==> config.mk <==
export PLATFORM = sky130hd
export DESIGN_NAME = membus_bridge
export DESIGN_NICKNAME = d
export VERILOG_FILES = /design/src/rtl/pdp6_membus_pkg.sv /design/src/rtl/membus_bridge.sv
export SDC_FILE = /design/constraint.sdc
export NUM_CORES = 1
export LEC_CHECK = 0
export BUFFER_PORTS_ARGS = -buffer_cell sky130_fd_sc_hd__buf_2
export CAP_MARGIN = 20
export CORE_MARGIN = 2
export CORE_UTILIZATION = 30
export CTS_BUF_LIST = sky130_fd_sc_hd__clkbuf_16
export DETAILED_ROUTE_END_ITERATION = 8
export GPL_TIMING_DRIVEN = 0
export PLACE_DENSITY = 0.58
export SYNTH_ARGS = -nofsm -noshare
export SYNTH_HDL_FRONTEND = slang
export SYNTH_SLANG_ARGS = --single-unit
==> constraint.sdc <==
create_clock -name i_clk -period 4.55 [get_ports i_clk]
set_clock_uncertainty 0.1 [all_clocks]
set_input_delay 0.2275 -clock i_clk [delete_from_list [all_inputs] [get_ports i_clk]]
set_output_delay 0.2275 -clock i_clk [all_outputs]
set_load 0.01 [all_outputs]
==> src/rtl/pdp6_membus_pkg.sv <==
// Shared PDP-6 memory-bus types and widths.
// Holds the bridge state encoding, address width and word width.
package pdp6_membus;

  localparam int AW = 18;
  localparam int DW = 36;

  typedef enum logic [2:0] {
    ST_IDLE   = 3'd0,
    ST_SETUP  = 3'd1,
    ST_READ   = 3'd2,
    ST_ACK    = 3'd3,
    ST_RDRS   = 3'd4,
    ST_WAITWR = 3'd5,
    ST_WRITE  = 3'd6,
    ST_DONE   = 3'd7
  } state_e;

endpackage

==> src/rtl/membus_bridge.sv <==
// Bridge from PDP-6 membus processor cycles to a stall-based memory port.
// Ports: membus rq_cyc/rd_rq/wr_rq/ma/wr_rs/mb_in in, addr_ack/rd_rs/mb_out
// and timeout out; memory address/read/write/writedata out, readdata and
// waitrequest in. Single clock i_clk, synchronous active-low i_reset_n.
module membus_bridge
  import pdp6_membus::*;
#(
  parameter int WR_TIMEOUT = 1023
) (
  input  logic          i_clk,
  input  logic          i_reset_n,
  input  logic          i_membus_rq_cyc,
  input  logic          i_membus_rd_rq,
  input  logic          i_membus_wr_rq,
  input  logic [AW-1:0] i_membus_ma,
  input  logic          i_membus_wr_rs,
  input  logic [DW-1:0] i_membus_mb_in,
  output logic          o_membus_addr_ack,
  output logic          o_membus_rd_rs,
  output logic [DW-1:0] o_membus_mb_out,
  output logic          o_timeout,
  output logic [AW-1:0] o_address,
  output logic          o_read,
  output logic          o_write,
  output logic [DW-1:0] o_writedata,
  input  logic [DW-1:0] i_readdata,
  input  logic          i_waitrequest
);

  localparam int TW = $clog2(WR_TIMEOUT + 1);
  localparam int CW = (TW > 10) ? TW : 10;
  localparam logic [CW-1:0] TMO = CW'(WR_TIMEOUT);

  state_e        state_q, state_d;
  logic [AW-1:0] addr_q;
  logic [DW-1:0] mb_q;
  logic [DW-1:0] wdata_q;
  logic [CW-1:0] cnt_q;
  logic          rd_q, wr_q;
  logic          abort_q;
  logic          wack_q;

  logic start;
  logic cyc_gone;
  logic tmo_hit;
  logic mem_done;

  assign start    = (state_q == ST_IDLE) && i_membus_rq_cyc
                    && (i_membus_rd_rq || i_membus_wr_rq);
  // Once rq_cyc drops mid-transfer, the transfer finishes silently.
  assign cyc_gone = abort_q || !i_membus_rq_cyc;
  assign mem_done = !i_waitrequest;
  // A wr_rs in the expiry cycle beats the timeout.
  assign tmo_hit  = (state_q == ST_WAITWR) && i_membus_rq_cyc
                    && !i_membus_wr_rs && (cnt_q == TMO);

  always_ff @(posedge i_clk) begin
    if (!i_reset_n) begin
      state_q <= ST_IDLE;
    end else begin
      state_q <= state_d;
    end
  end

  always_comb begin
    state_d = state_q;
    unique case (state_q)
      ST_IDLE: begin
        if (start) state_d = ST_SETUP;
      end
      ST_SETUP: begin
        if (!i_membus_rq_cyc) state_d = ST_IDLE;
        else if (rd_q)        state_d = ST_READ;
        else                  state_d = ST_WAITWR;
      end
      ST_READ: begin
        if (mem_done) state_d = cyc_gone ? ST_IDLE : ST_ACK;
      end
      ST_ACK: begin
        state_d = i_membus_rq_cyc ? ST_RDRS : ST_IDLE;
      end
      ST_RDRS: begin
        if (!i_membus_rq_cyc) state_d = ST_IDLE;
        else if (wr_q)        state_d = ST_WAITWR;
        else                  state_d = ST_DONE;
      end
      ST_WAITWR: begin
        if (!i_membus_rq_cyc)    state_d = ST_IDLE;
        else if (i_membus_wr_rs) state_d = ST_WRITE;
        else if (cnt_q == TMO)   state_d = ST_DONE;
      end
      ST_WRITE: begin
        if (mem_done) state_d = cyc_gone ? ST_IDLE : ST_DONE;
      end
      ST_DONE: begin
        if (!i_membus_rq_cyc) state_d = ST_IDLE;
      end
      default: state_d = ST_IDLE;
    endcase
  end

  always_ff @(posedge i_clk) begin
    if (!i_reset_n) begin
      addr_q  <= '0;
      mb_q    <= '0;
      wdata_q <= '0;
      cnt_q   <= '0;
      rd_q    <= 1'b0;
      wr_q    <= 1'b0;
      abort_q <= 1'b0;
      wack_q  <= 1'b0;
    end else begin
      if (start) begin
        addr_q <= i_membus_ma;
        rd_q   <= i_membus_rd_rq;
        wr_q   <= i_membus_wr_rq;
      end
      if (state_q == ST_WAITWR && i_membus_rq_cyc && i_membus_wr_rs)
        wdata_q <= i_membus_mb_in;
      if (state_d == ST_IDLE)
        mb_q <= '0;
      else if (state_q == ST_READ && mem_done && !cyc_gone)
        mb_q <= i_readdata;
      cnt_q <= (state_q == ST_WAITWR && state_d == ST_WAITWR)
               ? cnt_q + 1'b1 : '0;
      // Write-only cycles acknowledge the address on WAITWR entry.
      wack_q <= (state_q == ST_SETUP) && (state_d == ST_WAITWR);
      if (state_d == ST_IDLE)
        abort_q <= 1'b0;
      else if ((state_q == ST_READ || state_q == ST_WRITE)
               && !i_membus_rq_cyc)
        abort_q <= 1'b1;
    end
  end

  always_comb begin
    o_read            = (state_q == ST_READ);
    o_write           = (state_q == ST_WRITE);
    o_membus_addr_ack = (state_q == ST_ACK) || wack_q;
    o_membus_rd_rs    = (state_q == ST_RDRS);
    o_timeout         = tmo_hit;
    o_address         = addr_q;
    o_writedata       = wdata_q;
    o_membus_mb_out   = '0;
    // Wired-OR bus: drive the word only once rd_rs has delivered it.
    if (state_q == ST_RDRS || state_q == ST_WAITWR
        || state_q == ST_WRITE || state_q == ST_DONE)
      o_membus_mb_out = mb_q;
  end

endmodule

======== Word level (Yosys, flattened, before mapping) ========
Index checks and enable logic that the tools add are counted.
word-level totals
  bits in registers ....................... 107
  bits in writable memories ............... 0
  memories ................................ 0
  bits of input ports ..................... 97
  bits in latches ......................... 0
  memory bits (read-only) ................. 0
  logic and storage cells ................. 62
  output and inout port bits .............. 95
operators by class
  reductions and logical operators ........ 26
  magnitude comparators ................... 0
  bitwise operators ....................... 1
  muxes and demuxes ....................... 16
  $mul .................................... 0
  divide/modulo/power cells ............... 0
  equal/unequal tests ..................... 9
  add/sub/neg operators ................... 1
  shift operators ......................... 0
operators with widths
  operator               number
  $mux 3                 12
  $mux 36                1
  $pmux 3 s8             1
  $eq 3x3->1 const B     5
  $logic_and 1x1->1      11
  $add 10x1->10 const B  1
  $eq 10x10->1 const B   1
  $logic_or 1x1->1       7
  $eq 3x2->1 const B     2
  $logic_not 3->1        2
  $logic_not 1->1        4
  $mux 2                 2
  $eq 3x1->1 const B     1
  $reduce_and 2->1       1
  $reduce_or 2->1        1
  $not 1->1              1

======== Longest topological paths before layout ========
Gate-level depths: netlist of run 1.
  depth after elaboration ................. 8
  gate-level depth with buffers ........... 8
  gate-level depth less buffers ........... 6

======== Worst setup path after synthesis of run 1 ========
OpenSTA, ideal clock, no wires.
  kind .................................... reg-to-reg
  start point ............................. register state_q[1]
  end point ............................... register mb_q[25]
  path slack .............................. 2584 ps
  cell stages (with the launch flop) ...... 8
  data arrival time ....................... 1752 ps
  path buffers ............................ 2
  data required time ...................... 4336 ps
  cell sequence ........................... dfxtp_1 > buf_2 > nor3b_1 > o311ai_2 > o211ai_1 > a221oi_4 > buf_6 > nor2_1
between the ends
  longest elaborated chain between the ends .. 7
ends and longest elaborated chain
  element                           RTL line                                  source
  start, declared                   membus_bridge.sv:34                       state_e state_q, state_d;
  start signal, assigned            membus_bridge.sv:61                       state_q <= state_d;
  $logic_not 3->1                   membus_bridge.sv:48, membus_bridge.sv:67
  $logic_and 1x1->1                 membus_bridge.sv:48                       assign start = (state_q == ST_IDLE) && i_membus_rq_cyc
  $logic_and 1x1->1                 membus_bridge.sv:49                       && (i_membus_rd_rq || i_membus_wr_rq);
  $mux 3                            membus_bridge.sv:69                       if (start) state_d = ST_SETUP;
  $pmux 3 s8                        membus_bridge.sv:67                       unique case (state_q)
  $logic_not 3->1                   membus_bridge.sv:120                      if (state_d == ST_IDLE)
  $reduce_or 2->1 (no source line)  --
  end signal, assigned              membus_bridge.sv:123                      mb_q <= i_readdata;
  end, declared                     membus_bridge.sv:36                       logic [DW-1:0] mb_q;
Parallel ways exist; a longest one is shown, timed or not.
A chain may end at the register's enable or synchronous reset.

======== Worst setup path after layout of run 1 ========
  start point ............................. register state_q[2]
  end point ............................... output port o_membus_mb_out[34]
between the ends
  longest elaborated chain between the ends .. 5
ends and longest elaborated chain
  element               RTL line              source
  $eq 3x3->1            membus_bridge.sv:146  if (state_q == ST_RDRS || state_q == ST_WAITWR
  $logic_or 1x1->1      membus_bridge.sv:146
  $logic_or 1x1->1      membus_bridge.sv:147  || state_q == ST_WRITE || state_q == ST_DONE)
  $logic_or 1x1->1 (*)  membus_bridge.sv:147
  $mux 36 (*)           membus_bridge.sv:146
  end, declared         membus_bridge.sv:20   output logic [DW-1:0] o_membus_mb_out,
Mark *: on every way between the ends. The rest lies on a longest branch, timed or not.

==> results of run 1 <==
## synthesized netlist by cell type, types with 3 or more instances
master,n,share of area [%]
nand2_1,118,10
dfxtp_1,107,48
a21boi_0,56,9.5
nor2_1,56,4.7
and2_1,39,5.5
mux2i_1,36,8.1
clkbuf_1,17,1.4
buf_2,9,1.0
xnor2_1,6,1.2
nand3_1,5,0.56
inv_1,4,0.34
buf_6,3,0.76
nor2b_1,3,0.42
nor3_1,3,0.34
## how the worst max path moves through the flow
stage	from	endpoint	slack [ps]	cells past startpoint
after floorplan	state_q[1]	mb_q[25]	2580	7
after global placement	state_q[1]	mb_q[7]	2320	7
after detailed placement	state_q[1]	mb_q[7]	2290	7
after CTS	state_q[2]	o_membus_mb_out[34]	2160	5
after global routing	state_q[2]	o_membus_mb_out[34]	1970	5
final	state_q[2]	o_membus_mb_out[34]	2200	5
## what timing repair did
action,CTS,global route
endpoints found under the setup margin,0,0
resized for setup,0,0
endpoints found under the hold margin,1,0
hold buffers,1,0
## report_power, final
group | leakage [nW] | switching (W) | internal [W]
Sequential | 0.865 | 0.00000670 | 0.000948
Clock | 0.127 | 0.000344 | 0.000364
Combinational | 1.82 | 0.0000691 | 0.0000647
## registers in the layout, summed over array words and instances, names as in the netlist
name	count
mb_q	36
o_writedata	36
o_address	18
cnt_q	10
state_q	3
abort_q	1
rd_q	1
wack_q	1
wr_q	1
## per-stage QoR
step,area [um^2],utilization [%],hold slack [ps]
after floorplan,4436,-,271.4
after global placement,5622,38.83,343.3
after detailed placement,5622,38.83,356.8
after CTS,5893,40.70,1.687
after global routing,5893,40.70,6.217
final,5893,40.70,20.16
## area by class of cell
class / instances / area [um^2]
Sequential cell: 107 / 2142
Inverter: 4 / 15.01
Fill cell: 1504 / 8586
Timing Repair Buffer: 192 / 965.9
Tap cell: 184 / 230.2
Multi-Input combinational cell: 359 / 2128
Clock buffer: 9 / 225.2
Clock inverter: 7 / 36.28
Buffer: 30 / 150.1
## layer usage
layer / global-route usage, % / up-vias / wire length (um)
met3: 7.103 / 10 / 1192
met5: 0 / - / 0
met2: 23.97 / 170 / 5183
met1: 18.63 / 1793 / 5212
met4: 4.118 / 0 / 136
li1: - / 2053 / -
## worst max-delay path, stage by stage (launching register included)
cell,delay (ps)
dfxtp_1,410
buf_2,250
clkbuf_1,340
clkbuf_1,350
and2_1,200
buf_2,130
## kinds of logic after synthesis
logic type                 after synthesis  share of synthesized area [%]
and+or+nand+nor                        237                          23.81
DFF                                    107                          48.29
AOI/OAI and AO/OA                       77                          14.19
muxes                                   36                          8.124
buffers and inverters                   34                          3.723
xor gates and xnor gates                 8                          1.580
adders and majority gates                1                         0.2820
==> results.py, run 1 <==
metrics = {
    "run_status": {
        "status": "finished, final reports clean",
    },
    "clock_tree": {
        "cts_buffers": 9,
        "clk_latency_ps": 340,
        "path_clk_slew_ps": 70,
        "cts.path.max_buffers": 2,
        "cts_tree": "built",
        "clock_sinks": 107,
        "post_cts_buffers": 0,
        "htreeDepth": 3,
        "cts-root-buf": "clkbuf_16",
    },
    "sta": {
        "setup_slack_ps": 2199,
        "clock.fmax_ghz": 0.4253,
        "tightest_slew_ps": 671.2,
        "min_period_over_period_pct": 51.68,
        "final_hold_viol_count": 0,
        "maxSlewViolCount": 0,
        "setup_tns_ps": 0,
        "rsz0062_at_grt": "false",
        "post-route-min-period_ps": 2351,
        "slew_headroom_pct": 54.62,
        "setup_viol": 0,
    },
    "floorplanning": {
        "die_h_um": 125.6,
        "die_area_um2": 15770,
        "core_um2": 14480,
        "io_pins": 192,
        "die_w_um": 125.6,
        "fp-row-count": 44,
        "start_util_pct": 30.63,
    },
    "yosys": {
        "synth_cells": 500,
        "synth_edf_count": 0,
        "ys_seq_elements": 107,
        "synthDistinctLibCells": 44,
        "synth_seq_area_share_pct": 48.29,
        "netlist_area_um2": 4436,
        "ys_warn_count": 0,
        "syn-num-nets": 598,
        "ys.flop_type": "dfxtp_1",
        "postSynthAreaPerCell_um2": 8.871,
        "ys_async_sr_fraction_pct": 0,
    },
    "route": {
        "ant_nets": 0,
        "drc_errors": 0,
        "vias": 4026,
        "via_per_inst": 4.513,
        "wl_per_cell_um": 13.14,
        "first_pass_iters": 6,
        "totalWireLength_um": 11720,
        "drtIter0Drc": 102,
    },
    "setup_path": {
        "reg2reg_slack_ps": 2240,
        "worst_ep_arrival_time_ps": 2020,
        "required_ps": 4220,
        "path_class": "flop to primary output",
        "r2r_end": "mb_q[19]",
        "worstReg2RegStart": "state_q[1]",
        "reg2regPathDepth": 6,
        "end_kind": "primary output",
        "crit_path_max_fanout": 10,
        "startpoint_type": "flop",
    },
    "pwr": {
        "ir_drop_mv": 0.2879,
        "power.leakage_nw": 2.810,
        "power.density_nw_per_um2": 304.8,
        "power.total_w": 0.001796,
    },
    "placement": {
        "io_buffers": 191,
        "detailed_place_hpwl_um": 8912,
        "post-place-cells": 875,
        "dp_slack_ps": 2288,
        "gp_congestion": 0.8139,
    },
    "global_route": {
        "antenna_found_initial": 1,
        "grt_pass1_vias": 4026,
        "grt_max_degree": 17,
        "overflow": 0,
        "grt_usage_pct": 15.17,
        "grt_pass1_wl_um": 19440,
    },
    "worst_hold_path": {
        "min_path_type": "input port to flop",
        "hold_path_startpoint": "i_readdata[10]",
        "worst_hold_path.endpoint": "mb_q[10]",
        "holdPathStages": 3,
    },
    "final_layout": {
        "nNetsFinal": 801,
        "final_layout_size_suffix_gt1_share_pct": 31.64,
        "final_cells": 892,
        "area_growth_pct": 32.86,
        "num_antenna_cells": 0,
        "layout_commonest_cell": "buf_2",
        "most-common-layout-cells": "buf_2, nand2_1, dfxtp_1",
    },
    "job": {
        "maxCapViolCount": 0,
    },
}
No activity file was read; power rests on OpenSTA's default activity.
==> run 2: changes to the inputs <==
==> constraint.sdc (replaced) <==
create_clock -name i_clk -period 2.3 [get_ports i_clk]
set_clock_uncertainty 0.1 [all_clocks]
set_input_delay 0.115 -clock i_clk [delete_from_list [all_inputs] [get_ports i_clk]]
set_output_delay 0.115 -clock i_clk [all_outputs]
set_load 0.01 [all_outputs]
==> run 2 against run 1 <==
Final cell count is 11% higher. Sequential share of layout area is 5.1 points lower. Highest routed layer unchanged. Register-to-register slack worse by 2100 ps. Largest power group unchanged. First-iteration DRC count is 19% higher. Core utilization is 6.7 points higher. Global-route usage is 1.6 points higher. Critical endpoint is now mb_q[19]. Largest cell class unchanged. Clock power is 99% higher. Worst hold slack better by 45 ps. Non-clock buffer count is 94 higher. Die area stayed put. Routed wire length is 12% higher. Worst setup slack worse by 2100 ps.
==> results.py, run 2 (same netlist as run 1, synthesis figures left out) <==
metrics = {
    "global_route": {
        "overflow": 0,
        "antenna_found_initial": 0,
        "grt_pass1_wl_um": 21670,
        "grt_usage_pct": 16.77,
        "grt_max_degree": 17,
        "grt_pass1_vias": 4579,
    },
    "floorplanning": {
        "fp-row-count": 44,
        "die_area_um2": 15770,
        "start_util_pct": 30.63,
        "io_pins": 192,
        "core_um2": 14480,
        "die_w_um": 125.6,
        "die_h_um": 125.6,
    },
    "worst_hold_path": {
        "min_path_type": "input port to flop",
        "holdPathStages": 3,
    },
    "final_layout": {
        "most-common-layout-cells": "buf_2, nand2_1, dfxtp_1",
        "final_layout_size_suffix_gt1_share_pct": 29.05,
        "num_antenna_cells": 0,
        "postLayoutCoreUtil_pct": 47.39,
        "layout_commonest_cell": "buf_2",
        "nNetsFinal": 895,
        "num-fill-cells": 1361,
        "area_growth_pct": 54.70,
        "seqCellArea_um2": 2142,
        "multi_input_area_um2": 2140,
    },
    "run_status": {
        "status": "finished, final reports clean",
    },
    "clock_tree": {
        "path_clk_slew_ps": 70,
        "cts_tree": "built",
        "cts-root-buf": "clkbuf_16",
        "clock_sinks": 107,
        "cts_buffers": 9,
        "clk_latency_ps": 350,
        "cts.path.max_buffers": 2,
        "htreeDepth": 3,
    },
    "setup_path": {
        "path_class": "flop to flop",
        "end_kind": "flop",
        "required_ps": 2440,
        "crit_path_max_fanout": 10,
        "worst_ep_arrival_time_ps": 2310,
        "reg2regPathDepth": 7,
        "startpoint_type": "flop",
    },
    "sta": {
        "min_period_over_period_pct": 94.62,
        "clock.fmax_ghz": 0.4595,
        "final_hold_viol_count": 0,
        "slew_headroom_pct": 66.48,
        "fin_hold_ws_ps": 65.64,
        "setup_viol": 0,
        "post-route-min-period_ps": 2176,
        "setup_tns_ps": 0,
        "tightest_slew_ps": 495.8,
        "maxSlewViolCount": 0,
        "setup_slack_ps": 123.7,
    },
    "pwr": {
        "seqPwrFrac_pct": 51.0,
        "power_switching_w": 0.0008665,
        "power.leakage_nw": 3.233,
        "internal_power_w": 0.002833,
        "swShare_pct": 23.42,
        "combPwrFrac_pct": 10.8,
        "p_clk_share_pct": 38.1,
        "ir_drop_mv": 0.5764,
        "power.density_nw_per_um2": 539.2,
    },
    "route": {
        "ant_nets": 0,
        "totalWireLength_um": 13090,
        "via_per_inst": 4.462,
        "wl_per_cell_um": 13.27,
        "first_pass_iters": 5,
        "drtIter0Drc": 121,
        "drc_errors": 0,
        "vias": 4400,
    },
    "job": {
        "maxCapViolCount": 0,
    },
    "placement": {
        "io_buffers": 191,
        "gp_congestion": 0.8139,
        "dp_slack_ps": 37.72,
        "detailed_place_hpwl_um": 8912,
    },
}
## run 2: cell count changes in the layout (fill, tap and decap cells not counted), sizes merged
cell	before	now
buf	204	206
dlygate4sd3	1	93
## run 2: final timing paths
check                                endpoint            start  slack, ps
worst min register to register  o_address[14]    o_address[14]        360
worst max-delay path                 mb_q[19]       state_q[1]        120
worst min-delay path               state_q[1]  i_membus_rq_cyc         70
worst max register to register       mb_q[19]       state_q[1]        120
## run 2: per-layer routing
metal,up-vias,share of wire [%],track usage (%)
li1,2236,-,-
met1,1980,44,19.92
met2,164,46,28.43
met3,20,8.0,6.247
met4,0,1.5,4.641
met5,-,0,0
## run 2: cell type report
class	count	area share, %
Buffer	30	2.316
Clock buffer	9	3.282
Clock inverter	7	0.5288
Inverter	4	0.2188
Multi-Input combinational cell	359	31.18
Sequential cell	107	31.22
Tap cell	184	3.355
Timing Repair Buffer	286	27.90
## run 2: worst max-delay path, cell delays in order, from the launching register on
cell	delay, ps
dfxtp_1	420
nor2b_1	370
o31a_1	230
o211ai_1	200
a221oi_4	380
buf_12	160
buf_6	140
nor2_1	50
## run 2: power groups by stage
stage	Combinational [W]	Clock, W	Sequential [W]
after floorplan	0.000112	0	0.00194
after global placement	0.000261	0	0.00193
after detailed placement	0.000266	0	0.00193
after CTS	0.000390	0.00146	0.00189
after global routing	0.000437	0.00153	0.00189
final	0.000401	0.00141	0.00189
## run 2: what timing repair did
item / CTS / global route
gates resized for setup: 0 / 14
setup endpoints to repair: 0 / 102
hold buffers: 93 / 0
hold endpoints to repair: 92 / 0
setup buffers: 0 / 2
## run 2: metrics by stage
step	area, um^2	std cells	power (W)
floorplan	4436	500	0.002051
global placement	5622	875	0.002191
detailed placement	5622	875	0.002197
CTS	6814	984	0.003741
global route	6862	986	0.003855
finish	6862	986	0.003700
==> run 3: changes to the inputs <==
--- a/config.mk
+++ b/config.mk
@@ -7,12 +7,13 @@
 export LEC_CHECK = 0
 export BUFFER_PORTS_ARGS = -buffer_cell sky130_fd_sc_hd__buf_2
 export CAP_MARGIN = 20
-export CORE_MARGIN = 2
+export CORE_MARGIN = 10
 export CORE_UTILIZATION = 30
 export CTS_BUF_LIST = sky130_fd_sc_hd__clkbuf_16
 export DETAILED_ROUTE_END_ITERATION = 8
 export GPL_TIMING_DRIVEN = 0
 export PLACE_DENSITY = 0.58
+export REMOVE_ABC_BUFFERS = 1
 export SYNTH_ARGS = -nofsm -noshare
 export SYNTH_HDL_FRONTEND = slang
 export SYNTH_SLANG_ARGS = --single-unit
==> run 3 against run 2 <==
Final area about the same. Clock power up 9%. First-iteration DRC count down 9.9%. Flip-flop and latch count unchanged. Global-route usage down 3.0 points. Routed wire length up 8.3%. Core utilization down 0.22 points. Largest power group unchanged.
==> results.py, run 3 (same netlist as run 1, synthesis figures left out) <==
metrics = {
    "pwr": {
        "p_clk_share_pct": 40.2,
        "power.total_w": 0.003799,
        "power.density_nw_per_um2": 554.1,
        "power_switching_w": 0.0008592,
        "ir_drop_mv": 0.3157,
        "combPwrFrac_pct": 10.0,
        "swShare_pct": 22.62,
        "power.leakage_nw": 3.197,
        "seqPwrFrac_pct": 49.8,
        "internal_power_w": 0.002939,
    },
    "route": {
        "drc_errors": 0,
        "vias": 4382,
        "wl_per_cell_um": 14.74,
        "drtIter0Drc": 109,
        "totalWireLength_um": 14170,
        "ant_nets": 0,
        "first_pass_iters": 4,
        "via_per_inst": 4.560,
    },
    "setup_path": {
        "path_class": "flop to flop",
        "reg2regPathDepth": 6,
        "end_kind": "flop",
        "crit_path_max_fanout": 16,
        "required_ps": 2430,
        "worst_ep_arrival_time_ps": 2250,
        "startpoint_type": "flop",
    },
    "global_route": {
        "grt_pass1_vias": 4517,
        "grt_max_degree": 62,
        "grt_pass1_wl_um": 22910,
        "grt_usage_pct": 13.72,
        "antenna_found_initial": 1,
        "overflow": 0,
    },
    "placement": {
        "detailed_place_hpwl_um": 9475,
        "io_buffers": 191,
        "gp_congestion": 0.8058,
        "place_area_um2": 5590,
    },
    "sta": {
        "final_hold_viol_count": 0,
        "maxSlewViolCount": 0,
        "rsz0062_at_grt": "false",
        "setup_viol": 0,
        "min_period_over_period_pct": 91.83,
        "clock.fmax_ghz": 0.4735,
        "tightest_slew_ps": 949.9,
        "fin_hold_ws_ps": 66.02,
        "post-route-min-period_ps": 2112,
        "slew_headroom_pct": 36.67,
    },
    "final_layout": {
        "most-common-layout-cells": "buf_2, nand2_1, dfxtp_1",
        "postLayoutCoreUtil_pct": 47.17,
        "seqCellArea_um2": 2148,
        "multi_input_area_um2": 2170,
        "layout_commonest_cell": "buf_2",
        "design_area_um2": 6855,
        "num-fill-cells": 1344,
        "nNetsFinal": 869,
        "final_layout_size_suffix_gt1_share_pct": 29.38,
        "area_growth_pct": 54.56,
    },
    "floorplanning": {
        "core_um2": 14530,
        "die_w_um": 141.6,
        "fp-row-count": 44,
        "die_area_um2": 20050,
        "io_pins": 192,
        "start_util_pct": 30.52,
        "die_h_um": 141.6,
    },
    "run_status": {
        "status": "finished, final reports clean",
    },
    "clock_tree": {
        "cts-root-buf": "clkbuf_16",
        "cts_tree": "built",
        "cts_buffers": 9,
        "path_clk_slew_ps": 70,
        "htreeDepth": 3,
        "clock_sinks": 107,
        "clk_latency_ps": 340,
        "cts.path.max_buffers": 2,
    },
    "worst_hold_path": {
        "min_path_type": "input port to flop",
        "holdPathStages": 3,
    },
    "job": {
        "maxCapViolCount": 0,
    },
}
-- run 3: cell types whose count changed in the layout (fill, tap and decap cells not counted), moves of 2 or more --
| cell | delta |
|---|---|
| dfxtp_1 | -3 |
| dfxtp_2 | +2 |
| buf_2 | -9 |
| buf_16 | +3 |
| clkbuf_2 | -4 |
| buf_8 | +2 |
| clkbuf_1 | -12 |
| buf_6 | -3 |
-- run 3: final cells by class --
| cell class | count | area share, % |
|---|---|---|
| Multi-Input combinational cell | 360 | 31.65 |
| Sequential cell | 107 | 31.34 |
| Timing Repair Buffer | 289 | 29.13 |
| Tap cell | 184 | 3.358 |
| Clock buffer | 9 | 3.285 |
| Clock inverter | 7 | 0.9856 |
| Inverter | 4 | 0.2190 |
| Antenna cell | 1 | 0.03650 |
-- run 3: timing repair --
| action | CTS | global route |
|---|---|---|
| pin swaps | 1 | 1 |
| cloned | 0 | 1 |
| buffers inserted | 1 | 0 |
| hold buffers | 92 | 0 |
| gates resized for setup | 5 | 4 |
| setup endpoints to repair | 83 | 55 |
| endpoints found under the hold margin | 92 | 0 |
-- run 3: power groups by stage --
stage	Combinational, W	Clock, W	Sequential, W
after global routing	0.000416	0.00167	0.00190
after floorplan	0.0000837	0	0.00194
after CTS	0.000372	0.00160	0.00189
final	0.000381	0.00153	0.00189
after detailed placement	0.000243	0	0.00194
after global placement	0.000231	0	0.00193
-- run 3: final timing paths --
path	slack (ps)	endpoint	start
max	190	mb_q[32]	state_q[1]
min	70	state_q[1]	i_membus_rq_cyc
max reg2reg	190	mb_q[32]	state_q[1]
min reg2reg	360	cnt_q[0]	cnt_q[0]
-- run 3: critical path, cell delays in order, from the launching register on --
cell	delay, ps
dfxtp_2	510
nand4b_1	210
a2bb2oi_1	260
o211ai_1	210
a221oi_4	380
buf_4	260
nor2_1	70
-- run 3: through the flow --
stage                     setup WS [ps]  cells  setup TNS, ps
after floorplan                  -868.4    470         -32720
after global placement            -2221    845        -132430
after detailed placement         -654.8    850         -23090
after CTS                         83.36    959              0
after global routing              20.36    961              0
final                             188.0    961              0
-- run 3: per-layer routing --
metal | wire [um] | GRT usage [%] | vias up
met4 | 238 | 5.272 | 0
met2 | 6650 | 22.33 | 148
met3 | 1184 | 5.040 | 15
met1 | 6095 | 16.06 | 2028
li1 | - | - | 2191
met5 | 0 | 0 | -
